File: src/rtl/pulse_monitor_x16_if.sv
`default_nettype none
// +--------------------------------------------------------------------+
// | Module   : pulse_monitor_x16_if                                    |
// | Purpose  : Signal bundle between the padiwa test-pulse loopback    |
// |            and the pulse monitor. The master drives the pulses and |
// |            the slave (the monitor) returns per-window results.     |
// | Revision : 1.0 - initial release                                   |
// +--------------------------------------------------------------------+
interface pulse_monitor_x16_if;
   logic        trig_in;
   logic [15:0] chan_in;
   logic        result_valid;
   logic [15:0] hit_mask;
   logic        all_ok;
   logic [15:0] trig_count;
   logic [15:0] error_count;
   logic [7:0]  overlap_count;
   logic [15:0] width_err_mask;

   modport master (
      output trig_in, chan_in,
      input  result_valid, hit_mask, all_ok, trig_count, error_count,
             overlap_count, width_err_mask
   );

   modport slave (
      input  trig_in, chan_in,
      output result_valid, hit_mask, all_ok, trig_count, error_count,
             overlap_count, width_err_mask
   );
endinterface
`default_nettype wire

File: src/rtl/pulse_monitor_x16.sv
`default_nettype none
// +--------------------------------------------------------------------+
// | Module   : pulse_monitor_x16                                       |
// | Purpose  : Coincidence checker for the 16-channel test pulser.     |
// |            Each reference pulse opens a WINDOW_LEN-cycle window;   |
// |            channel rising edges inside it form the hit mask, and   |
// |            saturating trigger/error/overlap counters are kept.     |
// | Option   : define PULSE_MONITOR_WIDTH_CHECK_EN to build per-channel|
// |            pulse-width checking against EXP_WIDTH +/- 1.           |
// | Revision : 1.0 - initial release                                   |
// +--------------------------------------------------------------------+
module pulse_monitor_x16 #(
   parameter int WINDOW_LEN = 16,   // 1..255 clk cycles
   parameter int EXP_WIDTH  = 4     // expected channel high time
) (
   input  wire logic          clk,
   input  wire logic          reset,
   pulse_monitor_x16_if.slave mon
);

   typedef enum logic [1:0] {
      ST_IDLE   = 2'd0,
      ST_WINDOW = 2'd1,
      ST_REPORT = 2'd2
   } state_t;

   localparam logic [7:0] c_win_load = 8'(WINDOW_LEN - 1);

   // synchroniser chains: s1/s2 resolve metastability, s3 is the edge reference
   logic        trig_s1_q, trig_s2_q, trig_s3_q;
   logic [15:0] chan_s1_q, chan_s2_q, chan_s3_q;

   state_t      state_q, state_d;
   logic [7:0]  win_cnt_q, win_cnt_d;
   logic [15:0] hit_acc_q, hit_acc_d;
   logic [15:0] werr_acc_q, werr_acc_d;

   logic [15:0] hit_mask_q;
   logic [15:0] werr_mask_q;
   logic        all_ok_q;
   logic [15:0] trig_cnt_q;
   logic [15:0] err_cnt_q;
   logic [7:0]  ovl_cnt_q;

   logic        w_trig_rise;
   logic [15:0] w_chan_rise;
   logic        w_close;
   logic        w_overlap;
   logic [15:0] w_hit_next;
   logic [15:0] w_werr_evt;
   logic [15:0] w_werr_next;
   logic        w_all_ok_d;

   // bring the asynchronous pulses into the clk domain
   always_ff @(posedge clk) begin
      if (reset) begin
         trig_s1_q <= 1'b0;
         trig_s2_q <= 1'b0;
         trig_s3_q <= 1'b0;
         chan_s1_q <= '0;
         chan_s2_q <= '0;
         chan_s3_q <= '0;
      end else begin
         trig_s1_q <= mon.trig_in;
         trig_s2_q <= trig_s1_q;
         trig_s3_q <= trig_s2_q;
         chan_s1_q <= mon.chan_in;
         chan_s2_q <= chan_s1_q;
         chan_s3_q <= chan_s2_q;
      end
   end

   assign w_trig_rise = trig_s2_q & ~trig_s3_q;
   assign w_chan_rise = chan_s2_q & ~chan_s3_q;

   // last cycle of the window: outputs are loaded on this edge so they are
   // already valid while the REPORT strobe is high
   assign w_close   = (state_q == ST_WINDOW) && (win_cnt_q == 8'd0);
   assign w_overlap = w_trig_rise && (state_q != ST_IDLE);

   // accumulators start from zero in the opening (IDLE) cycle so rises that
   // coincide with the trigger are kept
   assign w_hit_next  = ((state_q == ST_WINDOW) ? hit_acc_q : 16'h0000) | w_chan_rise;
   assign w_werr_next = ((state_q == ST_WINDOW) ? werr_acc_q : 16'h0000) | w_werr_evt;
   assign w_all_ok_d  = (w_hit_next == 16'hFFFF) && (w_werr_next == 16'h0000);

`ifdef PULSE_MONITOR_WIDTH_CHECK_EN
   logic [15:0] w_chan_fall;
   logic [15:0] w_bad_width;
   logic [15:0] w_width_eval;

   assign w_chan_fall = chan_s3_q & ~chan_s2_q;

   for (genvar g = 0; g < 16; g++) begin : g_width
      logic [3:0] wcnt_q, wcnt_d;

      // high-time so far including this cycle; equals the full width on the
      // falling-edge cycle because the count does not move while s2 is low
      always_comb begin
         wcnt_d = wcnt_q;
         if (w_chan_rise[g]) begin
            wcnt_d = 4'd1;
         end else if (chan_s2_q[g] && (wcnt_q != 4'hF)) begin
            wcnt_d = wcnt_q + 4'd1;
         end
      end

      // per-channel high-time counter
      always_ff @(posedge clk) begin
         if (reset) begin
            wcnt_q <= 4'd0;
         end else begin
            wcnt_q <= wcnt_d;
         end
      end

      assign w_bad_width[g] = (int'(wcnt_d) < (EXP_WIDTH - 1)) ||
                              (int'(wcnt_d) > (EXP_WIDTH + 1));
   end

   // judge a pulse when it ends, or at window close if it is still high
   assign w_width_eval = w_chan_fall | ({16{w_close}} & chan_s2_q);
   assign w_werr_evt   = w_width_eval & w_hit_next & w_bad_width;
`else
   // EXP_WIDTH has no effect when width checking is not built
   localparam logic [15:0] c_werr_off = (EXP_WIDTH > 0) ? 16'h0000 : 16'h0000;
   assign w_werr_evt = c_werr_off;
`endif

   // window sequencing and accumulator next-state
   always_comb begin
      state_d    = state_q;
      win_cnt_d  = win_cnt_q;
      hit_acc_d  = hit_acc_q;
      werr_acc_d = werr_acc_q;
      case (state_q)
         ST_IDLE: begin
            if (w_trig_rise) begin
               state_d    = ST_WINDOW;
               win_cnt_d  = c_win_load;
               hit_acc_d  = w_hit_next;
               werr_acc_d = w_werr_next;
            end
         end
         ST_WINDOW: begin
            hit_acc_d  = w_hit_next;
            werr_acc_d = w_werr_next;
            if (win_cnt_q == 8'd0) begin
               state_d = ST_REPORT;
            end else begin
               win_cnt_d = win_cnt_q - 8'd1;
            end
         end
         ST_REPORT: begin
            state_d = ST_IDLE;
         end
         default: begin
            state_d = ST_IDLE;
         end
      endcase
   end

   // FSM state, accumulators, result registers and saturating counters
   always_ff @(posedge clk) begin
      if (reset) begin
         state_q     <= ST_IDLE;
         win_cnt_q   <= 8'd0;
         hit_acc_q   <= '0;
         werr_acc_q  <= '0;
         hit_mask_q  <= '0;
         werr_mask_q <= '0;
         all_ok_q    <= 1'b0;
         trig_cnt_q  <= '0;
         err_cnt_q   <= '0;
         ovl_cnt_q   <= '0;
      end else begin
         state_q    <= state_d;
         win_cnt_q  <= win_cnt_d;
         hit_acc_q  <= hit_acc_d;
         werr_acc_q <= werr_acc_d;
         if (w_overlap && (ovl_cnt_q != 8'hFF)) begin
            ovl_cnt_q <= ovl_cnt_q + 8'd1;
         end
         if (w_close) begin
            hit_mask_q  <= w_hit_next;
            werr_mask_q <= w_werr_next;
            all_ok_q    <= w_all_ok_d;
            if (trig_cnt_q != 16'hFFFF) begin
               trig_cnt_q <= trig_cnt_q + 16'd1;
            end
            if (!w_all_ok_d && (err_cnt_q != 16'hFFFF)) begin
               err_cnt_q <= err_cnt_q + 16'd1;
            end
         end
      end
   end

   assign mon.result_valid   = (state_q == ST_REPORT);
   assign mon.hit_mask       = hit_mask_q;
   assign mon.all_ok         = all_ok_q;
   assign mon.trig_count     = trig_cnt_q;
   assign mon.error_count    = err_cnt_q;
   assign mon.overlap_count  = ovl_cnt_q;
   assign mon.width_err_mask = werr_mask_q;

endmodule
`default_nettype wire

File: src/flat_wrapper.sv
// flat-port wrapper written by rule: the top's interface ports become plain ports
module pulse_monitor_x16_flat 
#(
   parameter int WINDOW_LEN = 16,                       
   parameter int EXP_WIDTH  = 4                                  
)
  (clk, reset, mon_trig_in, mon_chan_in, mon_result_valid, mon_hit_mask, mon_all_ok, mon_trig_count, mon_error_count, mon_overlap_count, mon_width_err_mask);
  pulse_monitor_x16_if mon_i ();
  input  wire logic clk;
  input  wire logic reset;
  input wire logic [$bits(mon_i.trig_in)-1:0] mon_trig_in;
  input wire logic [$bits(mon_i.chan_in)-1:0] mon_chan_in;
  output wire logic [$bits(mon_i.result_valid)-1:0] mon_result_valid;
  output wire logic [$bits(mon_i.hit_mask)-1:0] mon_hit_mask;
  output wire logic [$bits(mon_i.all_ok)-1:0] mon_all_ok;
  output wire logic [$bits(mon_i.trig_count)-1:0] mon_trig_count;
  output wire logic [$bits(mon_i.error_count)-1:0] mon_error_count;
  output wire logic [$bits(mon_i.overlap_count)-1:0] mon_overlap_count;
  output wire logic [$bits(mon_i.width_err_mask)-1:0] mon_width_err_mask;
  assign mon_i.trig_in = mon_trig_in;
  assign mon_i.chan_in = mon_chan_in;
  assign mon_result_valid = mon_i.result_valid;
  assign mon_hit_mask = mon_i.hit_mask;
  assign mon_all_ok = mon_i.all_ok;
  assign mon_trig_count = mon_i.trig_count;
  assign mon_error_count = mon_i.error_count;
  assign mon_overlap_count = mon_i.overlap_count;
  assign mon_width_err_mask = mon_i.width_err_mask;
  pulse_monitor_x16 #(.WINDOW_LEN(WINDOW_LEN), .EXP_WIDTH(EXP_WIDTH)) u_core (.clk(clk), .reset(reset), .mon(mon_i));
endmodule
File: config.mk
export PLATFORM = sky130hd
export DESIGN_NAME = pulse_monitor_x16_flat
export DESIGN_NICKNAME = d
export VERILOG_FILES = /design/src/rtl/pulse_monitor_x16_if.sv /design/src/rtl/pulse_monitor_x16.sv /design/src/flat_wrapper.sv
export SDC_FILE = /design/constraint.sdc
export NUM_CORES = 1
export LEC_CHECK = 0
export ABC_AREA = 0
export BUFFER_PORTS_ARGS = -buffer_cell sky130_fd_sc_hd__clkbuf_2
export CORE_ASPECT_RATIO = 2
export CORE_MARGIN = 5
export CORE_UTILIZATION = 50
export CTS_BUF_LIST = sky130_fd_sc_hd__clkbuf_16
export DETAILED_ROUTE_END_ITERATION = 10
export PLACE_DENSITY = 0.8
export SYNTH_ARGS = -nofsm -noshare
export SYNTH_HDL_FRONTEND = slang
export SYNTH_SLANG_ARGS = --single-unit
File: constraint.sdc
create_clock -name clk -period 6.1 [get_ports clk]
set_input_delay 0.305 -clock clk [delete_from_list [all_inputs] [get_ports clk]]
set_output_delay 0.305 -clock clk [all_outputs]
set_load 0.01 [all_outputs]
# --- Word-level counts from Yosys, hierarchy flattened ---
# Index checks and enable logic that the tools add are counted.
# Widths: inputs -> output; s select.
op_classes:
  addsub: 4
  n_div: 0
  shift: 0
  n_bitwise: 5
  muxes: 12
  n_eq_ne: 9
  reduce_logical: 16
  magnitude_cmp: 0
  mul: 0
op_table:
  columns: ["operator", "n"]
  rows:
  - ["$mux 16", 4]
  - ["$pmux 16 s2", 2]
  - ["$add 16x1->16 const B", 2]
  - ["$ne 16x16->1 const B", 2]
  - ["$and 16x16->16", 1]
  - ["$eq 16x16->1 const B", 1]
  - ["$logic_not 16->1", 1]
  - ["$mux 8", 2]
  - ["$not 16->16", 1]
  - ["$or 16x16->16", 1]
  - ["$pmux 8 s2", 1]
  - ["$add 8x1->8 const B", 1]
  - ["$logic_not 8->1", 1]
  - ["$ne 8x8->1 const B", 1]
  - ["$reduce_and 2->1", 4]
  - ["$sub 8x1->8 const B", 1]
  - ["$logic_and 1x1->1", 5]
  - ["$mux 2", 2]
  - ["$ne 2x2->1 const B", 2]
  - ["$pmux 2 s2", 1]
  - ["$reduce_bool 2->1", 2]
  - ["$reduce_and 3->1", 1]
  - ["$eq 2x1->1 const B", 1]
  - ["$eq 2x2->1 const B", 1]
  - ["other kinds (5)", 5]
totals:
  latch_bits: 0
  mem_count: 0
  elab_cells: 62
  input_bits: 19
  rom_bits: 0
  ram_bits: 0
  register_bits: 166
  output_inout_bits: 74

# --- Depth between registers and ports, before layout ---
# Gate-level depths: netlist (run 1).
depth:
  ltp_word: 8
  ltp_mapped: 10
  depth_no_buf: 8

# --- Worst setup path after synthesis (run 1) ---
# Ideal clock, no wire load.
synth_timing:
  kind: "register -> register"
  startpoint: "reg u_core.state_q[0]"
  endpoint: "reg u_core.err_cnt_q[7] (netlist: u_core.mon.error_count[7])"
  synth_period_minus_slack_ns: 2.232
  arrival_ns: 2.108
  n_path_buf: 2
  setup_ns: 0.123
  slack_ns: 3.868
  required_time_ns: 5.977
  stages_incl_launch_ff: 9
  path_cell_list: "dfxtp_1 > buf_4 > nand3b_1 > a2bb2o_4 > or4_4 > o311ai_2 > buf_4 > nor3_1 > mux2_1"
synth_via:
  elab_chain_len: 8
  elab_cells_between_ends: 11
  classes_between: "eq/ne: 2; mux: 2; bitwise: 1; reduce/logical: 6"
synth_lines:
  columns: ["element", "line", "text"]
  rows:
  - ["from (decl)", "pulse_monitor_x16.sv:33", "state_t state_q, state_d;"]
  - ["from (signal assigned)", "pulse_monitor_x16.sv:177", "state_q <= state_d;"]
  - ["$eq 2x1->1 (*)", "pulse_monitor_x16.sv:78, pulse_monitor_x16.sv:83, pulse_monitor_x16.sv:84", null]
  - ["$mux 16", "pulse_monitor_x16.sv:83", "assign w_hit_next = ((state_q == ST_WINDOW) ? hit_acc_q : 16'h0000) | w_chan_rise;"]
  - ["$or 16x16->16", "pulse_monitor_x16.sv:83", null]
  - ["$eq 16x16->1", "pulse_monitor_x16.sv:85", "assign w_all_ok_d = (w_hit_next == 16'hFFFF) && (w_werr_next == 16'h0000);"]
  - ["$logic_and 1x1->1", "pulse_monitor_x16.sv:85", null]
  - ["$logic_not 1->1", "pulse_monitor_x16.sv:191", "if (!w_all_ok_d && (err_cnt_q != 16'hFFFF)) begin"]
  - ["$logic_and 1x1->1", "pulse_monitor_x16.sv:191", null]
  - ["$reduce_and 2->1 (no source line) (*)", null, null]
  - ["to (signal assigned)", "pulse_monitor_x16.sv:192", "err_cnt_q <= err_cnt_q + 16'd1;"]
  - ["to (decl)", "pulse_monitor_x16.sv:42", "logic [15:0] err_cnt_q;"]
# Mark *: on every way between the ends. The rest lies on a longest branch, timed or not.
# A chain may end at the register's enable or synchronous reset.

# --- Worst setup path after layout (run 1) ---
# Same ends and word-level chain as after synthesis.

==> results of run 1 <==
cell usage after synthesis (5+ instances only):
cell,n
nor4_1,8
and3b_1,8
nor3_1,6
or3_1,8
and2_1,25
or4_1,8
nor2b_1,63
nand2b_1,11
nand2_1,50
a211oi_1,34
and3_1,5
a21oi_1,34
o31ai_1,10
nand4_1,13
xor2_1,19
dfxtp_1,166
nor2_1,77
ha_1,5
nand3b_1,8
nand3_1,15
clkbuf_1,31
o21ai_0,6
power groups by stage:
stage	sequential, mW	combinational [mW]	clock [mW]
5_1_grt	1.14	0.140	1.12
3_5_place_dp	1.16	0.124	0
3_3_place_gp	1.16	0.119	0
2_1_floorplan	1.16	0.0944	0
6_report	1.14	0.124	1.05
4_1_cts	1.14	0.125	1.07
area by class of cell:
cell class,instances,area [um2]
fill,1063,4870
inverter,4,15.0
multi-input combinational,451,2730
clock buffer,17,425
timing repair buffer,95,485
tap,147,184
sequential,166,3320
clock inverter,15,164
sequential cells by signal (all words and copies together), names as in the netlist, 2 cells and up:
signal and count:
u_core.chan_s1_q 16, u_core.chan_s2_q 16, u_core.chan_s3_q 16, u_core.hit_acc_q 16, u_core.mon.error_count 16, u_core.mon.hit_mask 16, u_core.mon.overlap_count 8, u_core.mon.trig_count 16
u_core.mon.width_err_mask 16, u_core.state_q 2, u_core.werr_acc_q 16, u_core.win_cnt_q 8
worst max-delay path: stages, from the launching register on:
cell      delay [ps]
dfxtp_1          750
and3b_1          310
a2bb2o_4         220
or4_4            550
o311ai_2         270
buf_4            310
nor3_1            80
mux2_1           310
stage by stage:
step	total power [mW]	instances	hold slack (ps)
6_report	2.31	895	93.0
5_1_grt	2.40	895	97.3
4_1_cts	2.34	895	81.4
3_5_place_dp	1.29	863	423
3_3_place_gp	1.28	863	422
2_1_floorplan	1.25	657	414
metal layers:
metal  up-vias  wire length [um]  share of wire (%)  track usage [%]
li1       2432                 -                  -                -
met1      2294              4710                 37             18.9
met2       125              7150                 56             33.2
met3        27               668                5.2             4.38
met4         0               348                2.7             8.22
met5         -                 0                  0                0
logic make-up (layout without fill, tap and decap cells):
kind of cell	Yosys count	after routing	share of synthesized area, %
AND/OR/NAND/NOR	315	315	27.5
buffers and inverters	40	131	2.66
adder cells (fa/ha/maj)	5	5	1.01
AO/OA/AOI/OAI	103	103	11.3
multiplexers	5	5	0.845
XOR/XNOR	23	23	3.24
flip-flops	166	166	53.4
worst max-delay path by stage:
| stage | start | cells after the start | to | slack (ps) |
|---|---|---|---|---|
| global route | u_core.state_q[0] | 7 | u_core.mon.error_count[8] | 2940 |
| CTS | u_core.state_q[0] | 7 | u_core.mon.error_count[7] | 3190 |
| detailed placement | u_core.state_q[0] | 7 | u_core.mon.error_count[7] | 3210 |
| finish | u_core.state_q[0] | 7 | u_core.mon.error_count[7] | 3180 |
| floorplan | u_core.state_q[0] | 8 | u_core.mon.error_count[7] | 3870 |
| global placement | u_core.state_q[0] | 7 | u_core.mon.error_count[7] | 3260 |
==> flow_summary.toml, run 1 <==
[power]
combPwrFrac_pct = 5.3
p_switching_mw = 0.508
power.density_mw_per_mm2 = 316
peakVddDrop_mv = 0.233
clockPowerShare_pct = 45.4
p_int_mw = 1.80
p_sw_share_pct = 22.0
p_seq_share_pct = 49.2
power_leakage_nw = 2.82

[synth]
ys_warn_count = 0
syn-num-nets = 681
yosysTopAreaCell = "dfxtp_1"
ys_seq_area_share_pct = 53.4
synth_edf_count = 0
synthCells = 657
synth_area_mm2 = 0.00622
synth_top_area_share_pct = 53.4
syn_area_per_cell_um2 = 9.46
synth_area_leaders = "dfxtp_1, nor2b_1, nor2_1"
async_flop_share_pct = 0
synth_seq_cells = 166
ys.flop_type = "dfxtp_1"
synth_cell_types = 49

[die]
rows = 57
pin_count = 93
fp.dieW_um = 88.9
die-height_um = 168
core_mm2 = 0.0122
fp.dieArea_mm2 = 0.0149
initial_core_util_pct = 51.0

[cells_and_area]
final_area_mm2 = 0.00733
final_common_cell = "dfxtp_1"
final_util_pct = 60.1
n_antenna_cell = 0
syn_to_final_growth_pct = 17.9
final_cell_mix = "dfxtp_1, clkbuf_2, nor2_1"
layout-drive-gt1-share_pct = 18.3
layout.nets = 759

[worst_setup_path]
required_ps = 6410
rr_startpoint = "u_core.state_q[0]"
reg2reg_to = "u_core.mon.error_count[7]"
setup.worst_path.end_class = "register"
crit_path_start_kind = "register"
crit_type = "register to register"
cp_max_fo = 29
arrival_ps = 3230
r2r_cells = 7
worst-r2r-setup-slack_ps = 3180

[grt]
grt_pass1_vias = 4980
grt_max_degree = 125
grt_overflow = 0
grt_pass1_wl_um = 22200
antenna_found_initial = 0
grtUsageTotal_pct = 18.2

[place]
dp.final_hpwl_um = 9160
pre_cts_slack_ps = 3210
io_buffers = 92
post_dp_cell_area_mm2 = 0.00674
gp_congestion = 0.822

[clocking]
clockRootBuffer = "clkbuf_16"
cts.hold.buffers_added = 0
clk_latency_ps = 420
h-tree-depth = 4
clk_pin_slew_ps = 60
cts_buffers = 17
clock_path_buffers = 2
ctsResizeCount = 0
post-cts-setup-buffer-count = 0
cts_tree = "done"
clock_sinks = 166

[sta]
hold_viol = 0
fin_skew_ps = 6.49
max_freq_mhz = 342
drv_slew = 0
finalCritPeriodShare_pct = 47.9
tightest_slew_ps = 1190
finalWorstSetupSlack_ps = 3180
setup_tns_ps = 0
setup-violations-final = 0
rsz0062_at_grt = "false"
fin_crit_ps = 2920
slew_headroom_pct = 20.5

[run]
maxCapViolations = 0

[drt]
antenna_left = 0
drtPass1Iterations = 4
drc_errors = 0
wl_um = 12900
first_iter_violations = 304
wire_per_inst_um = 14.4
avgViaCountPerCell = 5.45
via_count = 4878

[outcome]
status = "completed"

[hold_path]
hold_path_end = "u_core.trig_s1_q"
holdCritPathClass = "input port to register"
holdPathStages = 2
worstHoldStart = "mon_trig_in"
(Power assumes the default switching activity.)
==> run 2: changes to the inputs <==
==> constraint.sdc (replaced) <==
create_clock -name clk -period 2.75 [get_ports clk]
set_input_delay 0.1375 -clock clk [delete_from_list [all_inputs] [get_ports clk]]
set_output_delay 0.1375 -clock clk [all_outputs]
set_load 0.01 [all_outputs]
==> run 2 against run 1 <==
Against the previous run: utilization rose by 1.8 points; combinational power rose to 2.5 times the previous value; register-to-register slack got worse by 2900 ps; global-route usage grew 0.54 points; clock skew hardly changed; final cell count up 2.3%; routed wire length up 3.7%; critical path depth is 1 lower; via count grew 2.4%; worst setup slack got worse by 2900 ps; hold slack better by 40 ps; maximum frequency rose by 16%.
==> flow_summary.toml, run 2 (synthesis gave the netlist of run 1 again) <==
[outcome]
status = "completed"

[cells_and_area]
final_common_cell = "dfxtp_1"
final_area_mm2 = 0.00755
n_antenna_cell = 0
layout.nets = 780
stdcell_count = 916
syn_to_final_growth_pct = 21.5
layout-drive-gt1-share_pct = 18.5
final_cell_mix = "dfxtp_1, clkbuf_2, nor2_1"

[drt]
wl_um = 13400
drc_errors = 0
wire_per_inst_um = 14.6
antenna_left = 0
avgViaCountPerCell = 5.45
via_count = 4994
drtPass1Iterations = 6
first_iter_violations = 345

[clocking]
cts.hold.buffers_added = 17
clk_latency_ps = 420
clock_sinks = 166
ctsResizeCount = 0
clockRootBuffer = "clkbuf_16"
cts_buffers = 17
post-cts-setup-buffer-count = 0
clock_path_buffers = 2
cts_tree = "done"
clk_pin_slew_ps = 60
h-tree-depth = 4

[sta]
fin_crit_ps = 2520
max_freq_mhz = 397
tightest_slew_ps = 746
setup-violations-final = 0
rsz0062_at_grt = "false"
finalCritPeriodShare_pct = 91.6
hold_viol = 0
drv_slew = 0
fin_skew_ps = 6.96
setup_tns_ps = 0
slew_headroom_pct = 50.1

[place]
post_dp_cell_area_mm2 = 0.00678
place_inst = 867
gp_congestion = 0.844
dp.final_hpwl_um = 9230
io_buffers = 92

[die]
initial_core_util_pct = 51.0
die-height_um = 168
fp.dieW_um = 88.9
pin_count = 93
core_mm2 = 0.0122
rows = 57
fp.dieArea_mm2 = 0.0149

[grt]
grt_overflow = 0
grt_pass1_vias = 4916
grt_max_degree = 120
grtUsageTotal_pct = 18.8
grt_pass1_wl_um = 22500
antenna_found_initial = 0

[run]
maxCapViolations = 0

[worst_setup_path]
crit_path_start_kind = "register"
crit_type = "register to register"
setup.worst_path.end_class = "register"
arrival_ps = 2810
required_ps = 3050
cp_max_fo = 7
worst-r2r-setup-slack_ps = 230

[power]
power_leakage_nw = 2.92
power.density_mw_per_mm2 = 691
peakVddDrop_mv = 0.491

[hold_path]
holdCritPathClass = "input port to register"
run 2: cell count changes in the layout (fill, tap and decap cells not counted):
| cell | before | now |
|---|---|---|
| clkinv_4 | 4 | 1 |
| buf_4 | 4 | 7 |
| inv_6 | 0 | 2 |
| clkinv_2 | 4 | 3 |
| clkinv_1 | 2 | 1 |
| clkinvlp_4 | 1 | 2 |
| inv_8 | 0 | 2 |
| dlygate4sd3_1 | 0 | 17 |
| buf_12 | 0 | 1 |
run 2: path summary, 6_finish.rpt:
check	from	end	depth (start not counted)
worst max-delay path	u_core.win_cnt_q[2]	u_core.mon.trig_count[15]	6
worst min-delay path	reset	u_core.mon.trig_count[13]	2
worst max register to register	u_core.win_cnt_q[2]	u_core.mon.trig_count[15]	6
worst min register to register	u_core.chan_s1_q[11]	u_core.chan_s2_q[11]	1
run 2: area by class of cell:
| class | instances | area, um2 |
|---|---|---|
| clock buffers | 17 | 425 |
| clock inverters | 15 | 176 |
| fillers | 1019 | 4640 |
| inverters | 4 | 15.0 |
| multi-input cells | 451 | 2730 |
| flip-flops and latches | 166 | 3320 |
| well taps | 147 | 184 |
| repair buffers | 116 | 698 |
run 2: through the flow:
stage	hold WS [ps]	utilization (%)	setup slack (ps)	total power [mW]
global placement	347	55.6	360	2.84
CTS	117	61.9	278	5.27
detailed placement	352	55.6	278	2.86
finish	133	61.9	232	5.22
global route	138	61.9	139	5.42
floorplan	266	-	518	2.78
run 2: worst max-delay path, stage by stage, from the launching register on:
cell	delay, ps
dfxtp_1	370
or4_4	610
or4_4	540
a211oi_2	450
nand4_1	220
xor2_1	170
nor2_1	50
run 2: per-layer routing:
metal	track usage, %	vias up	part of all wire (%)
met4	8.62	0	3.4
li1	-	2481	-
met1	20.1	2298	37
met2	33.5	168	54
met5	0	-	0
met3	4.42	47	5.6
run 2: where the power goes:
part           internal (mW)  total (mW)  leakage [nW]  switching, mW
registers               2.48        2.52          1.35         0.0421
clock network           1.43        2.39         0.296          0.956
logic                  0.128       0.311          1.27          0.183
==> run 3: changes to the inputs <==
--- a/config.mk
+++ b/config.mk
@@ -8,11 +8,13 @@
 export ABC_AREA = 0
 export BUFFER_PORTS_ARGS = -buffer_cell sky130_fd_sc_hd__clkbuf_2
 export CORE_ASPECT_RATIO = 2
-export CORE_MARGIN = 5
+export CORE_MARGIN = 2
 export CORE_UTILIZATION = 50
 export CTS_BUF_LIST = sky130_fd_sc_hd__clkbuf_16
+export CTS_CLUSTER_SIZE = 8
 export DETAILED_ROUTE_END_ITERATION = 10
 export PLACE_DENSITY = 0.8
+export SETUP_SLACK_MARGIN = 0.3
 export SYNTH_ARGS = -nofsm -noshare
 export SYNTH_HDL_FRONTEND = slang
 export SYNTH_SLANG_ARGS = --single-unit
==> run 3 against run 2 <==
Against the previous run: final cell count up 0.76%; critical endpoint is now u_core.mon.error_count[7]; largest cell class unchanged; routed wire length about the same; clock power down 4%; highest routed layer unchanged; clock skew up 3.9 ps.
==> flow_summary.toml, run 3 (synthesis gave the netlist of run 1 again) <==
[grt]
grt_pass1_vias = 4907
grt_max_degree = 81
grt_overflow = 0
grt_pass1_wl_um = 22000
grtUsageTotal_pct = 19.6
antenna_found_initial = 0

[run]
maxCapViolations = 0

[hold_path]
holdCritPathClass = "register to register"
worstHoldStart = "u_core.chan_s1_q[10]"

[cells_and_area]
layout-drive-gt1-share_pct = 20.0
syn_to_final_growth_pct = 23.2
nFillCells = 989
final_cell_mix = "dfxtp_1, clkbuf_2, nor2_1"
n_antenna_cell = 0
multi_input_area_mm2 = 0.00277
seq_area_mm2 = 0.00333
final_common_cell = "dfxtp_1"
stdcell_count = 923
layout.nets = 788
final_util_pct = 63.2

[drt]
drtPass1Iterations = 4
wire_per_inst_um = 14.5
avgViaCountPerCell = 5.48
wl_um = 13300
antenna_left = 0
first_iter_violations = 326
drc_errors = 0
via_count = 5058

[worst_setup_path]
worst-r2r-setup-slack_ps = 310
worst_setup_path_startpoint = "u_core.state_q[0]"
required_ps = 3050
cp_max_fo = 15
crit_path_start_kind = "register"
r2r_cells = 7
setup.worst_path.end_class = "register"
cp-endpoint = "u_core.mon.error_count[7]"
reg2reg_to = "u_core.mon.error_count[7]"
crit_type = "register to register"
arrival_ps = 2740
rr_startpoint = "u_core.state_q[0]"

[die]
die-height_um = 162
fp.dieW_um = 82.9
initial_core_util_pct = 51.3
rows = 57
core_mm2 = 0.0121
pin_count = 93
fp.dieArea_mm2 = 0.0134

[sta]
drv_slew = 0
tightest_slew_ps = 881
finalCritPeriodShare_pct = 88.6
setup-violations-final = 0
hold_viol = 0
hold_ws_ps = 435
fin_skew_ps = 10.9
rsz0062_at_grt = "true"
slew_headroom_pct = 40.7
setup_tns_ps = 0
max_freq_mhz = 411
fin_crit_ps = 2440

[place]
dp.final_hpwl_um = 8930
io_buffers = 92
place_inst = 869
gp_congestion = 0.871

[clocking]
clock_path_buffers = 2
clockRootBuffer = "clkbuf_16"
clock_sinks = 166
h-tree-depth = 4
cts_tree = "done"
clk_latency_ps = 420
clk_pin_slew_ps = 60
cts_buffers = 17

[power]
peakVddDrop_mv = 0.499
power.density_mw_per_mm2 = 672
power_leakage_nw = 2.96

[outcome]
status = "completed"
[run 3: cell types whose count changed in the layout (fill, tap and decap cells not counted), sizes merged]
cell,before,now
buf,8,14
clkbuf,108,109
dlygate4sd3,17,18
clkinv,5,7
clkinvlp,2,0
bufinv,3,2
[run 3: routing by layer]
layer / up-vias / GRT usage (%) / part of all wire (%)
met5: - / 0 / 0
met4: 0 / 8.27 / 2.1
met1: 2399 / 20.4 / 38
met3: 29 / 3.91 / 4.0
li1: 2488 / - / -
met2: 142 / 37.6 / 56
[run 3: repair_timing]
| action | in CTS | in global routing |
|---|---|---|
| hold buffers | 18 | 0 |
| setup endpoints to repair | 5 | 11 |
| pin swaps | 0 | 6 |
| gates resized for setup | 3 | 10 |
| buffers inserted | 0 | 4 |
| cloned | 0 | 1 |
| hold endpoints to repair | 19 | 0 |
[run 3: worst max-delay path, cell delays in order (launching register included)]
cell and delay, ps:
dfxtp_2 400, and3b_2 220, a2bb2o_4 210, or4_4 570, o311ai_4 360, buf_12 190, nor3_1 60, mux2_1 320
[run 3: layout make-up]
cell class	count	share of cell area, %
clock inverter	14	1.96
sequential	166	43.5
tap	147	2.40
inverter	4	0.196
multi-input combinational	451	36.2
timing repair buffer	124	10.3
clock buffer	17	5.55
[run 3: metrics by stage]
stage                     instance area [um2]  power [mW]  worst slack, ps
after detailed placement                 6800        2.86              217
after global routing                     7660        5.34              224
after CTS                                7570        5.18              294
after global placement                   6800        2.84              332
final                                    7660        5.15              314
after floorplan                          6220        2.78              518
[run 3: power breakdown]
group | total [mW] | switching, mW | internal [mW]
Sequential | 2.52 | 0.0428 | 2.48
Clock | 2.30 | 0.960 | 1.34
Combinational | 0.323 | 0.184 | 0.139
[run 3: worst min-delay path by stage]
| stage | cells past startpoint | end |
|---|---|---|
| final | 1 | u_core.chan_s2_q[10] |
| after global routing | 1 | u_core.chan_s2_q[4] |
| after CTS | 1 | u_core.chan_s2_q[6] |
| after detailed placement | 2 | u_core.chan_s1_q[11] |
| after global placement | 2 | u_core.chan_s1_q[11] |
| after floorplan | 1 | u_core.chan_s1_q[0] |
